## config.mk

```make
export PLATFORM = sky130hd
export DESIGN_NAME = read_inc_sync_flat
export DESIGN_NICKNAME = d
export VERILOG_FILES = /design/src/rtl/read_inc_sync_if.sv /design/src/rtl/read_inc_sync.sv /design/src/flat_wrapper.sv
export SDC_FILE = /design/constraint.sdc
export NUM_CORES = 1
export LEC_CHECK = 0
export BUFFER_PORTS_ARGS = -buffer_cell sky130_fd_sc_hd__buf_2
export CAP_MARGIN = 10
export CORE_ASPECT_RATIO = 2
export CORE_UTILIZATION = 30
export CTS_BUF_LIST = sky130_fd_sc_hd__clkbuf_8
export DETAILED_ROUTE_END_ITERATION = 10
export SLEW_MARGIN = 20
export SYNTH_ARGS = -nofsm -noshare
export SYNTH_HDL_FRONTEND = slang
export SYNTH_SLANG_ARGS = --single-unit
```

## constraint.sdc

```tcl
create_clock -name rclk -period 3.8 [get_ports rclk]
set_clock_uncertainty 0.05 [all_clocks]
set_input_delay 0.38 -clock rclk [delete_from_list [all_inputs] [get_ports rclk]]
set_output_delay 0.38 -clock rclk [all_outputs]
set_load 0.03 [all_outputs]
```

## src/rtl/read_inc_sync_if.sv

```systemverilog
// Read-side bus of the async FIFO pointer logic: the read request, the
// synchronised write pointer, and the status and address outputs of
// read_inc_sync.
// Optional macro READ_UNDERFLOW_FLAG_EN adds the sticky underflow flag.
interface read_inc_sync_if #(
    parameter int ADDRSIZE = 4
);
    logic                signal_read;
    logic [ADDRSIZE:0]   graycode_wptr;
    logic                empty;
    logic [ADDRSIZE-1:0] read_address;
    logic [ADDRSIZE:0]   graycode_rptr;
    logic [ADDRSIZE:0]   rd_level;
    logic                almost_empty;
`ifdef READ_UNDERFLOW_FLAG_EN
    logic                underflow;
`endif

    // Consumer side: issues reads, sees status.
    modport master (
        output signal_read,
        output graycode_wptr,
        input  empty,
        input  read_address,
        input  graycode_rptr,
        input  rd_level,
`ifdef READ_UNDERFLOW_FLAG_EN
        input  underflow,
`endif
        input  almost_empty
    );

    // Pointer block side.
    modport slave (
        input  signal_read,
        input  graycode_wptr,
        output empty,
        output read_address,
        output graycode_rptr,
        output rd_level,
`ifdef READ_UNDERFLOW_FLAG_EN
        output underflow,
`endif
        output almost_empty
    );
endinterface

```

## src/rtl/read_inc_sync.sv

```systemverilog
// read_inc_sync: read-domain pointer, empty flag, fill level and
// almost-empty generator for an async FIFO. The write side's Gray pointer
// is brought in through a two-flop synchroniser; the read pointer is
// returned in Gray code for the write side's full detection.
// Optional macro READ_UNDERFLOW_FLAG_EN adds a sticky underflow output.
module read_inc_sync #(
    parameter int ADDRSIZE  = 4,
    parameter int AE_THRESH = 2
) (
    input  logic           rclk,
    input  logic           rst_n,
    read_inc_sync_if.slave bus
);
    localparam int PW = ADDRSIZE + 1;
    localparam logic [PW-1:0] AE_LIM = PW'(AE_THRESH);

    // Binary to Gray conversion.
    function automatic logic [PW-1:0] bin2gray(input logic [PW-1:0] b);
        return b ^ (b >> 1);
    endfunction

    // Gray to binary as a prefix-XOR running from the MSB down.
    function automatic logic [PW-1:0] gray2bin(input logic [PW-1:0] g);
        logic [PW-1:0] b;
        b[PW-1] = g[PW-1];
        for (int i = PW - 2; i >= 0; i--) begin
            b[i] = b[i+1] ^ g[i];
        end
        return b;
    endfunction

    logic [PW-1:0] r_wq1;
    logic [PW-1:0] r_wq2;
    logic [PW-1:0] r_read_counter;
    logic [PW-1:0] r_graycode_rptr;
    logic [PW-1:0] r_rd_level;
    logic          r_empty;
    logic          r_almost_empty;

    logic          w_read_ok;
    logic [PW-1:0] w_next_read;
    logic [PW-1:0] w_next_gray;
    logic [PW-1:0] w_wbin;
    logic [PW-1:0] w_next_level;
    logic          w_next_empty;
    logic          w_next_ae;

    // Next-state computation: counter advance, Gray pointer, empty and level.
    always_comb begin
        w_read_ok    = bus.signal_read & ~r_empty;
        w_next_read  = r_read_counter + {{ADDRSIZE{1'b0}}, w_read_ok};
        w_next_gray  = bin2gray(w_next_read);
        w_next_empty = (w_next_gray == r_wq2);
        w_wbin       = gray2bin(r_wq2);
        w_next_level = w_wbin - w_next_read;
        w_next_ae    = (w_next_level <= AE_LIM);
    end

    // Two-flop synchroniser for the write-domain Gray pointer.
    always_ff @(posedge rclk or negedge rst_n) begin
        if (!rst_n) begin
            r_wq1 <= {PW{1'b0}};
            r_wq2 <= {PW{1'b0}};
        end else begin
            r_wq1 <= bus.graycode_wptr;
            r_wq2 <= r_wq1;
        end
    end

    // Read pointer and registered status flags; empty and almost_empty come out of reset set.
    always_ff @(posedge rclk or negedge rst_n) begin
        if (!rst_n) begin
            r_read_counter  <= {PW{1'b0}};
            r_graycode_rptr <= {PW{1'b0}};
            r_rd_level      <= {PW{1'b0}};
            r_empty         <= 1'b1;
            r_almost_empty  <= 1'b1;
        end else begin
            r_read_counter  <= w_next_read;
            r_graycode_rptr <= w_next_gray;
            r_rd_level      <= w_next_level;
            r_empty         <= w_next_empty;
            r_almost_empty  <= w_next_ae;
        end
    end

`ifdef READ_UNDERFLOW_FLAG_EN
    logic r_underflow;

    // Sticky flag recording any read attempted while the FIFO looked empty.
    always_ff @(posedge rclk or negedge rst_n) begin
        if (!rst_n) begin
            r_underflow <= 1'b0;
        end else begin
            r_underflow <= r_underflow | (bus.signal_read & r_empty);
        end
    end

    assign bus.underflow = r_underflow;
`endif

    assign bus.empty         = r_empty;
    assign bus.read_address  = r_read_counter[ADDRSIZE-1:0];
    assign bus.graycode_rptr = r_graycode_rptr;
    assign bus.rd_level      = r_rd_level;
    assign bus.almost_empty  = r_almost_empty;

endmodule

```

## src/flat_wrapper.sv

```systemverilog
// flat-port wrapper written by rule: the top's interface ports become plain ports
module read_inc_sync_flat 
#(
    parameter int ADDRSIZE  = 4,
    parameter int AE_THRESH = 2
)
  (rclk, rst_n, bus_signal_read, bus_graycode_wptr, bus_empty, bus_read_address, bus_graycode_rptr, bus_rd_level, bus_almost_empty);
  read_inc_sync_if #(.ADDRSIZE(ADDRSIZE)) bus_i ();
  input  logic rclk;
  input  logic rst_n;
  input wire logic [$bits(bus_i.signal_read)-1:0] bus_signal_read;
  input wire logic [$bits(bus_i.graycode_wptr)-1:0] bus_graycode_wptr;
  output wire logic [$bits(bus_i.empty)-1:0] bus_empty;
  output wire logic [$bits(bus_i.read_address)-1:0] bus_read_address;
  output wire logic [$bits(bus_i.graycode_rptr)-1:0] bus_graycode_rptr;
  output wire logic [$bits(bus_i.rd_level)-1:0] bus_rd_level;
  output wire logic [$bits(bus_i.almost_empty)-1:0] bus_almost_empty;
  assign bus_i.signal_read = bus_signal_read;
  assign bus_i.graycode_wptr = bus_graycode_wptr;
  assign bus_empty = bus_i.empty;
  assign bus_read_address = bus_i.read_address;
  assign bus_graycode_rptr = bus_i.graycode_rptr;
  assign bus_rd_level = bus_i.rd_level;
  assign bus_almost_empty = bus_i.almost_empty;
  read_inc_sync #(.ADDRSIZE(ADDRSIZE), .AE_THRESH(AE_THRESH)) u_core (.rclk(rclk), .rst_n(rst_n), .bus(bus_i));
endmodule
```

; After elaboration in Yosys (flattened, before gate mapping)
; Index checks and enable logic that the tools add are counted.
; W data, S select, Z words.
[classes]
bitwise = 7
n_eq_ne = 1
magnitude_cmp = 1
add_sub_neg = 2
[op_table]
columns = cell, n
row1 = $add A5 B1 Y5, 1
row2 = $eq A5 B5 Y1, 1
row3 = $le A5 B2 Y1 const B, 1
row4 = $sub A5 B5 Y5, 1
row5 = $xor A5 B4 Y5, 1
row6 = $xor A1 B1 Y1, 4
row7 = $and A1 B1 Y1, 1
row8 = $not A1 Y1, 1
[totals]
regBits = 27
out_inout_bits = 16
elab_cells = 18
inputBits = 8

; Depth between registers and ports, before layout
; Gate-level depths: netlist (run 1).
[logic_depth]
word_depth = 6
mapped_depth = 9

; Least setup slack after synthesis (run 1)
; Ideal clock, no wire load.
[synth_timing]
kind = register to register
start = register u_core.r_wq2[4]
end = register u_core.r_almost_empty, in the netlist u_core.bus.almost_empty
setup_time_ns = 0.105
slack_ns = 1.145
stages_incl_launch_ff = 10
n_path_buf = 0
t_arrival_ns = 2.500
cell_sequence = dfrtp_1 -> xor3_2 -> xor2_1 -> xnor2_1 -> ha_1 -> inv_1 -> fa_1 -> a31oi_1 -> xnor2_1 -> a2111oi_2
[synth_via]
elab_chain_cells = 6
[synth_rtl]
columns = element, line_no
row1 = "start, declared", read_inc_sync.sv:33  ; logic [PW-1:0] r_wq2;
row2 = "start signal, assigned", read_inc_sync.sv:63  ; r_wq2 <= {PW{1'b0}};
row3 = "start signal, assigned", read_inc_sync.sv:66  ; r_wq2 <= r_wq1;
row4 = $xor A1 B1 Y1 (4 in series), read_inc_sync.sv:27  ; b[i] = b[i+1] ^ g[i];
row5 = $sub A5 B5 Y5 (*), read_inc_sync.sv:55  ; w_next_level = w_wbin - w_next_read;
row6 = net u_core.w_next_level[4], read_inc_sync.sv:44  ; logic [PW-1:0] w_next_level;
row7 = $le A5 B2 Y1 (*), read_inc_sync.sv:56  ; w_next_ae = (w_next_level <= AE_LIM);
row8 = net u_core.w_next_ae, read_inc_sync.sv:46  ; logic w_next_ae;
row9 = "end signal, assigned", read_inc_sync.sv:83  ; r_almost_empty <= w_next_ae;
row10 = "end, declared", read_inc_sync.sv:38  ; logic r_almost_empty;
; The timed path passes the listed nets; every way through them passes the cells marked *.

; Final worst setup path (run 1)
; Same ends and word-level chain as after synthesis.

==> key figures, run 1 <==
Status
  • Status: completed

STA
  • Fin crit period: 2848 ps
  • Maximum clock rate: 351.2 MHz
  • Final setup viols: 0
  • RSZ-0062 raised after global routing: false
  • Worst slew pin tran: 554.1 ps
  • Setup WS post-layout: 952.5 ps
  • Hold Vio Cnt, Final: 0
  • Slew margin rel.: 63.06%
  • Tcrit/Tclk final: 74.94%
  • Final Max Tran Viols: 0
  • Setup TNS: 0 ps

Place
  • Setup slack after placement: 990.4 ps
  • Inst Count DP: 149
  • DP Wirelength: 1.392 mm
  • Number of buffers inserted by port buffering: 23
  • RD Place Congestion: 0.7600

CTS
  • Clock-pin slew on the worst setup and hold paths: 80 ps
  • Sink Count: 26
  • TritonCTS clock tree: yes
  • Htree depth: 1
  • Post-cts resize count: 0
  • Num CTS Buffers: 3
  • Clk_lat worst skew: 260 ps
  • Root Driver: clkbuf_8
  • Setup Buffers After CTS: 0
  • # hold bufs at CTS: 0
  • Clock tree buffer depth: 2

Global routing
  • Vias in the first global route: 687
  • Met2 GRT Util: 19.63%
  • Global-route wire length before repair: 2.967 mm
  • GRT Resource Usage Total: 10.63%
  • Grt peak-use layer: met2
  • M3 GR Usage: 1.224%
  • Met1 usage: 10.21%
  • Largest net degree at the start of global routing: 27
  • Initial antenna violation count: 0
  • Grt total ovfl: 0

Finish
  • # diodes: 0
  • Final cell count without fillers: 152
  • Share of cells above drive strength 1: 29.13%
  • Area delta synth->final: 18.02%
  • Layout net count: 120
  • Most frequent cells in the layout: dfrtp_1 (24), buf_2 (23), xnor2_1 (15)
  • Commonest non-fill, non-tap cell in the layout: dfrtp_1

Drt
  • Antenna-violating nets left: 0
  • Detailed Route Iter0 Violations: 2
  • Drt first pass iters: 2
  • Vias/cell: 4.217
  • Via Count: 641
  • Final WL: 1.797 mm
  • # DRC: 0
  • Drt wl/cell: 11.82 um

Synth
  • Synth area leaders: dfrtp_1 (53%), xnor2_1 (12%), ha_1 (6.7%), dfstp_2 (4.7%), xor2_1 (4.7%)
  • Mean post-synth cell area: 14.24 um2
  • Post-Synthesis Cell Area: 0.001125 mm2
  • Yosys top cell area share: 53.39%
  • Syn nets: 94
  • Sequential area share after synthesis: 58.06%
  • Synth Instances: 79
  • Yosys warns: 0
  • Synth area leader: dfrtp_1
  • Unique masters post-synth: 21
  • Post-synthesis register bit count: 26

Worst setup path
  • Worst setup SP type: flop
  • Crit end category: flop
  • Crit path kind: reg -> reg
  • Max FO, Critical Path: 3
  • Worst EP required: 3910 ps
  • Critical Path AT: 2960 ps

Die
  • Top Ports: 24
  • FP Rows: 31
  • Die area: 0.004013 mm2
  • Die height: 88.60 um
  • Initial Util: 31.18%
  • Die boundary width: 45.30 um
  • Core area: 0.003607 mm2

Job
  • Total of max-cap violations: 0

Hold path
  • Hold Crit Class: in -> async
==> final timing paths <==
check,from,to,slack [ps],cells past startpoint
setup / recovery,u_core.r_wq2[4],u_core.bus.almost_empty,950,9
hold / removal,rst_n,u_core.r_wq2[2],50,1
setup reg to reg,u_core.r_wq2[4],u_core.bus.almost_empty,950,9
hold reg to reg,u_core.r_wq1[4],u_core.r_wq2[4],300,0
max in group asynchronous,rst_n,u_core.bus.almost_empty,3280,1
min in group rclk,bus_graycode_wptr[0],u_core.r_wq1[0],170,1
==> layer usage <==
metal | vias up | share of wire, %
met1 | 315 | 36
met3 | 5 | 3.6
met2 | 17 | 57
met5 | - | 0
met4 | 0 | 3.3
li1 | 304 | -
==> state kept, by name, summed over array words and instances, names as in the netlist <==
signal and cells:
u_core.bus.empty 1, u_core.bus.rd_level 5, u_core.r_wq1 5, u_core.r_read_counter 4, u_core.bus.almost_empty 1, u_core.r_wq2 5
u_core.bus.graycode_rptr 5
==> kinds of logic after synthesis <==
| logic type | count (synthesis) | share of synthesized area (%) |
|---|---|---|
| XOR/XNOR | 23 | 20.69 |
| flip-flops | 26 | 58.06 |
| AND/OR/NAND/NOR | 8 | 4.561 |
| adder cells (fa/ha/maj) | 7 | 8.454 |
| buffers and inverters | 8 | 3.337 |
| AO/OA/AOI/OAI | 7 | 4.894 |
==> cell usage after synthesis (all sizes together) <==
library cell / number
dfrtp: 24
xnor2: 15
ha: 6
inv: 6
xor2: 6
a21o: 2
a21oi: 2
buf: 2
dfstp: 2
nand3: 2
nor2b: 2
xor3: 2
a2111oi: 1
a311oi: 1
a31oi: 1
and3b: 1
and4b: 1
fa: 1
nand2: 1
nand4: 1
==> worst max-delay path: stages, from the launching register on <==
cell       delay [ps]
dfrtp_1           390
xor3_2            490
xor2_1            320
xnor2_1           170
ha_1              170
inv_1              60
fa_1              390
a31oi_1           240
xnor2_1           120
a2111oi_2         340
==> stage by stage <==
step	cell area, um2	utilization (%)	hold WS, ps
3_5_place_dp	1286	35.66	285.5
3_3_place_gp	1286	35.66	283.2
6_report	1328	36.80	46.99
2_1_floorplan	1125	-	34.41
4_1_cts	1328	36.80	69.16
5_1_grt	1328	36.80	78.09
==> layout make-up <==
cell class	count	area, um2
Fill cell	360	2280
Multi-Input combinational cell	45	434.2
Tap cell	49	61.31
Inverter	6	22.52
Clock buffer	3	41.29
Sequential cell	26	653.1
Timing Repair Buffer	23	115.1
Power of run 1 is left out: the tool's default activity adds up to more than one toggle a clock period on the data nets, which glitch-free logic cannot reach.
==> run 2, diff against run 1 <==
==> constraint.sdc (replaced) <==
create_clock -name rclk -period 2.7 [get_ports rclk]
set_clock_uncertainty 0.05 [all_clocks]
set_input_delay 0.27 -clock rclk [delete_from_list [all_inputs] [get_ports rclk]]
set_output_delay 0.27 -clock rclk [all_outputs]
set_load 0.03 [all_outputs]
==> run 2 against run 1 <==
- critical path depth did not move
- first-iteration DRC count rose to 2.5 times the previous value
- non-clock buffer count rose by 4
- sequential share of layout area fell by 2.5 points
- utilization rose by 1.9 points
- worst hold slack improved by 4.4 ps
- critical endpoint unchanged
==> key figures, run 2 (same netlist as run 1, synthesis figures left out) <==
Die
  • FP Rows: 31 (unchanged)
  • Die area: 0.004013 mm2 (unchanged)
  • Top Ports: 24 (unchanged)
  • Die height: 88.60 um (unchanged)
  • Initial Util: 31.18% (unchanged)
  • Die boundary width: 45.30 um (unchanged)
  • Core area: 0.003607 mm2 (unchanged)

Finish
  • Share of cells above drive strength 1: 35.19% (+6.1 points)
  • # diodes: 0 (unchanged)
  • Filler cell count in the final layout: 376 (+4.4%)
  • Area delta synth->final: 24.25%
  • Commonest non-fill, non-tap cell in the layout: dfrtp_1
  • Most frequent cells in the layout: dfrtp_1 (24), buf_2 (23), xnor2_1 (14), inv_1 (6)
  • Layout net count: 124 (+3.3%)

Worst setup path
  • Worst setup SP type: flop
  • R2R setup slack: 160 ps (-790 ps)
  • Max FO, Critical Path: 3 (unchanged)
  • Critical path's most frequent cell: xnor2_1
  • Worst EP required: 2820 ps (-1090 ps)
  • R2r startpoint: u_core.r_wq2[3]
  • Critical Path AT: 2660 ps (-300 ps)
  • Reg-to-Reg End: u_core.bus.almost_empty
  • Crit-path max cell delay: 450 ps (-40 ps)
  • Crit end category: flop
  • Cell chain of the critical path: xor3_2 > xor2_2 > xnor2_1 > ha_1 > inv_1 > fa_1 > a31oi_2 > xnor2_1 > a2111oi_2
  • Worst Reg-to-Reg Cells: 9 (unchanged)
  • Critical-path top delay cell: xor3_2
  • Crit path kind: reg -> reg

STA
  • Final setup viols: 0 (unchanged)
  • Tcrit/Tclk final: 94.00% (+19 points)
  • Hold Vio Cnt, Final: 0 (unchanged)
  • Hold Slack: 51.36 ps (+4.373 ps)
  • RSZ-0062 raised after global routing: false
  • Worst slew pin tran: 567.1 ps (+13.02 ps)
  • Setup TNS: 0 ps (unchanged)
  • Maximum clock rate: 394.0 MHz (+12%)
  • Fin crit period: 2538 ps (-309.5 ps)
  • Final Max Tran Viols: 0 (unchanged)
  • Slew margin rel.: 62.19% (-0.87 points)

CTS
  • Setup Buffers After CTS: 0 (unchanged)
  • Clock tree buffer depth: 2 (unchanged)
  • TritonCTS clock tree: yes
  • Root Driver: clkbuf_8
  • Clock-pin slew on the worst setup and hold paths: 90 ps (about the same)
  • Sink Count: 26 (unchanged)
  • Htree depth: 1 (unchanged)
  • Num CTS Buffers: 3 (unchanged)
  • Clk_lat worst skew: 270 ps (about the same)

Job
  • Total of max-cap violations: 0 (unchanged)

Drt
  • Vias/cell: 4.140 (-1.8%)
  • Drt first pass iters: 2 (unchanged)
  • Via Count: 650 (+1.4%)
  • # DRC: 0 (unchanged)
  • Detailed Route Iter0 Violations: 5 (+3)
  • Antenna-violating nets left: 0 (unchanged)
  • Final WL: 1.868 mm (+4.0%)
  • Drt wl/cell: 11.90 um (+0.64%)

Place
  • DP Wirelength: 1.413 mm (+1.5%)
  • RD Place Congestion: 0.7692 (+1.2%)
  • Number of buffers inserted by port buffering: 23 (unchanged)

Status
  • Status: completed

Global routing
  • Largest net degree at the start of global routing: 27 (unchanged)
  • Initial antenna violation count: 0 (unchanged)
  • GRT Resource Usage Total: 10.89% (+0.26 points)
  • Grt total ovfl: 0 (unchanged)
  • Vias in the first global route: 692 (+0.73%)
  • Global-route wire length before repair: 3.105 mm (+4.7%)

Hold path
  • Hold worst-path end: u_core.r_wq1[4]
  • Hold wc startpoint: bus_graycode_wptr[4]
  • Hold depth: 1
  • Hold Crit Class: in -> reg
## run 2: cell count changes in the layout (fill, tap and decap cells not counted), sizes merged
cell and change:
dlygate4sd3 +1, clkbuf +1, buf +3
## run 2: worst max-delay path, delay by kind of cell (launching register included)
family / cells / cell delay (ps)
XOR/XNOR: 4 / 900
adder cells (fa/ha/maj): 2 / 580
AO/OA/AOI/OAI: 2 / 430
flip-flops: 1 / 430
buffers and inverters: 1 / 60
## run 2: what timing repair did
action,CTS,global route
pin swaps,0,1
resized for setup,1,3
hold buffers,1,0
setup endpoints to repair,1,1
endpoints found under the hold margin,24,0
## run 2: per-stage QoR
step,area (um2),std cells,worst slack (ps),utilization [%]
floorplan,1125,79,45.00,-
global route,1398,157,19.93,38.74
detailed placement,1309,152,12.24,36.28
finish,1398,157,161.9,38.74
global placement,1309,152,88.44,36.28
CTS,1381,157,13.22,38.29
## run 2: how the worst max path moves through the flow
stage,startpoint,endpoint,slack (ps),cells past startpoint
finish,u_core.r_wq2[3],u_core.bus.almost_empty,160,9
global route,u_core.r_wq2[3],u_core.bus.almost_empty,20,9
floorplan,u_core.r_wq2[4],u_core.bus.almost_empty,50,9
detailed placement,u_core.r_wq2[3],u_core.bus.almost_empty,10,9
CTS,u_core.r_wq2[3],u_core.bus.almost_empty,10,9
global placement,u_core.r_wq2[3],u_core.bus.almost_empty,90,9
## run 2: routing by layer
layer | vias up | share of wire, % | global-route usage, %
met3 | 4 | 3.3 | 1.224
li1 | 314 | - | -
met1 | 316 | 36 | 12.37
met5 | - | 0 | 0
met2 | 16 | 58 | 19.10
met4 | 0 | 2.3 | 5.785
## run 2: final cells by class
type	count	area, um2	share of cell area (%)
flip-flops and latches	26	653.1	46.73
inverters	6	22.52	1.611
multi-input cells	45	457.9	32.77
well taps	49	61.31	4.387
clock buffers	4	55.05	3.939
repair buffers	27	147.6	10.56
Power of run 2 is left out for the same reason.
==> run 3, diff against run 2 <==
--- a/config.mk
+++ b/config.mk
@@ -11,6 +11,7 @@
 export CORE_UTILIZATION = 30
 export CTS_BUF_LIST = sky130_fd_sc_hd__clkbuf_8
 export DETAILED_ROUTE_END_ITERATION = 10
+export REMOVE_ABC_BUFFERS = 1
 export SLEW_MARGIN = 20
 export SYNTH_ARGS = -nofsm -noshare
 export SYNTH_HDL_FRONTEND = slang
==> run 3 against run 2 <==
- critical path depth did not move
- worst hold slack got worse by 3.2 ps
- wire length rose by 3.6%
- cell area rose by 2.7%
==> key figures, run 3 (same netlist as run 1, synthesis figures left out) <==
Drt
  • Vias/cell: 4.311 (+4.1%)
  • Antenna-violating nets left: 0 (unchanged)
  • Metal2 WL: 1.138 mm (+5.0%)
  • Detailed Route Iter0 Violations: 4 (-1)
  • Drt first pass iters: 3 (+1)
  • # DRC: 0 (unchanged)
  • Final WL: 1.936 mm (+3.6%)
  • Top Metal Used: met4
  • Routed wl met3: 46 um (-26%)
  • Drt wl/cell: 12.02 um (+1.1%)
  • Via Count: 694 (+6.8%)
  • DRT met1 WL: 703 um (+3.8%)

Finish
  • Most frequent cells in the layout: dfrtp_1 (24), buf_2 (23), xnor2_1 (14), buf_4 (7), inv_1 (6)
  • Final cell count without fillers: 161 (+2.5%)
  • Layout net count: 128 (+3.2%)
  • # diodes: 0 (unchanged)
  • Area delta synth->final: 27.59%
  • Post-Layout Inst Area: 0.001435 mm2 (+2.7%)
  • Filler cell count in the final layout: 358 (-4.8%)
  • Commonest non-fill, non-tap cell in the layout: dfrtp_1
  • Share of cells above drive strength 1: 37.50% (+2.3 points)

Place
  • Number of buffers inserted by port buffering: 23 (unchanged)
  • DP Wirelength: 1.480 mm (+4.7%)
  • Inst Count DP: 153 (+0.66%)
  • RD Place Congestion: 0.7896 (+2.7%)
  • Placed Area: 0.001316 mm2 (+0.57%)

Status
  • Status: completed

Global routing
  • Grt total ovfl: 0 (unchanged)
  • Global-route wire length before repair: 3.236 mm (+4.2%)
  • Largest net degree at the start of global routing: 27 (unchanged)
  • Initial antenna violation count: 0 (unchanged)
  • Vias in the first global route: 713 (+3.0%)
  • GRT Resource Usage Total: 11.41% (+0.52 points)

Worst setup path
  • Crit end category: flop
  • Worst EP required: 2820 ps (about the same)
  • Critical Path AT: 2690 ps (+30 ps)
  • R2R setup slack: 130 ps (-30 ps)
  • Max FO, Critical Path: 3 (unchanged)
  • R2r startpoint: u_core.r_wq2[3]
  • Worst Reg-to-Reg Cells: 9 (unchanged)
  • Worst setup SP type: flop
  • Reg-to-Reg End: u_core.bus.almost_empty
  • Crit path kind: reg -> reg

CTS
  • Sink Count: 26 (unchanged)
  • Clock tree buffer depth: 2 (unchanged)
  • TritonCTS clock tree: yes
  • Root Driver: clkbuf_8
  • Clk_lat worst skew: 270 ps (about the same)
  • Htree depth: 1 (unchanged)
  • Clock-pin slew on the worst setup and hold paths: 80 ps (about the same)
  • Num CTS Buffers: 3 (unchanged)

STA
  • Maximum clock rate: 389.7 MHz (-1.1%)
  • Hold Slack: 48.21 ps (-3.151 ps)
  • Worst slew pin tran: 577.3 ps (+10.16 ps)
  • Final setup viols: 0 (unchanged)
  • Hold Vio Cnt, Final: 0 (unchanged)
  • Fin crit period: 2566 ps (+27.70 ps)
  • Tcrit/Tclk final: 95.03% (+1.0 points)
  • Slew margin rel.: 61.51% (-0.68 points)
  • Final Max Tran Viols: 0 (unchanged)

Hold path
  • Hold worst-path end: u_core.r_wq1[1]
  • Hold wc startpoint: bus_graycode_wptr[1]
  • Hold depth: 1 (unchanged)
  • Hold Crit Class: in -> reg

Die
  • Die area: 0.004013 mm2 (unchanged)
  • Top Ports: 24 (unchanged)
  • Initial Util: 31.18% (unchanged)
  • Die boundary width: 45.30 um (unchanged)
  • Die height: 88.60 um (unchanged)
  • FP Rows: 31 (unchanged)
  • Core area: 0.003607 mm2 (unchanged)

Job
  • Total of max-cap violations: 0 (unchanged)
## run 3: cell count changes in the layout (fill, tap and decap cells not counted), sizes merged
cell,before,now
buf,26,30
## run 3: layout make-up
cell class / instances / area, um2 / share of cell area, %
well taps: 49 / 61.31 / 4.272
repair buffers: 31 / 177.7 / 12.38
multi-input cells: 45 / 465.4 / 32.43
flip-flops and latches: 26 / 653.1 / 45.51
inverters: 6 / 22.52 / 1.569
clock buffers: 4 / 55.05 / 3.836
## run 3: metal layers
metal | vias up | GRT usage (%)
met5 | - | 0
met4 | 0 | 7.438
met3 | 4 | 1.224
met2 | 16 | 20.42
met1 | 348 | 11.94
li1 | 326 | -
## run 3: worst max path at each step
stage,from,end,slack (ps),depth (start not counted)
after floorplan,u_core.r_wq2[4],u_core.bus.almost_empty,40,9
after global placement,u_core.r_wq2[3],u_core.bus.almost_empty,90,9
after detailed placement,u_core.r_wq2[3],u_core.bus.almost_empty,20,9
after CTS,u_core.r_wq2[2],u_core.bus.almost_empty,4,9
after global routing,u_core.r_wq2[3],u_core.bus.almost_empty,-10,9
final,u_core.r_wq2[3],u_core.bus.almost_empty,130,9
## run 3: stage by stage
stage / setup TNS (ps) / setup slack (ps) / util [%]
2_1_floorplan: 0 / 44.94 / -
3_3_place_gp: 0 / 85.32 / 36.49
3_5_place_dp: 0 / 16.09 / 36.49
4_1_cts: 0 / 4.120 / 38.50
5_1_grt: -9.607 / -9.607 / 39.78
6_report: 0 / 134.2 / 39.78
## run 3: repair_timing
action | in CTS | in global routing
setup endpoints to repair | 1 | 1
hold buffers | 1 | 0
endpoints found under the hold margin | 24 | 0
gates resized for setup | 1 | 4
pin swaps | 2 | 5
buffers inserted | 0 | 3
## run 3: worst max-delay path, cell delays in order, from the launching register on
cell and delay, ps:
dfrtp_1 430, xor3_2 430, xor2_2 170, xnor2_1 210, ha_2 200, inv_1 60
fa_2 340, a31oi_1 210, xnor2_1 130, a2111oi_2 230
Power of run 3 is left out for the same reason.
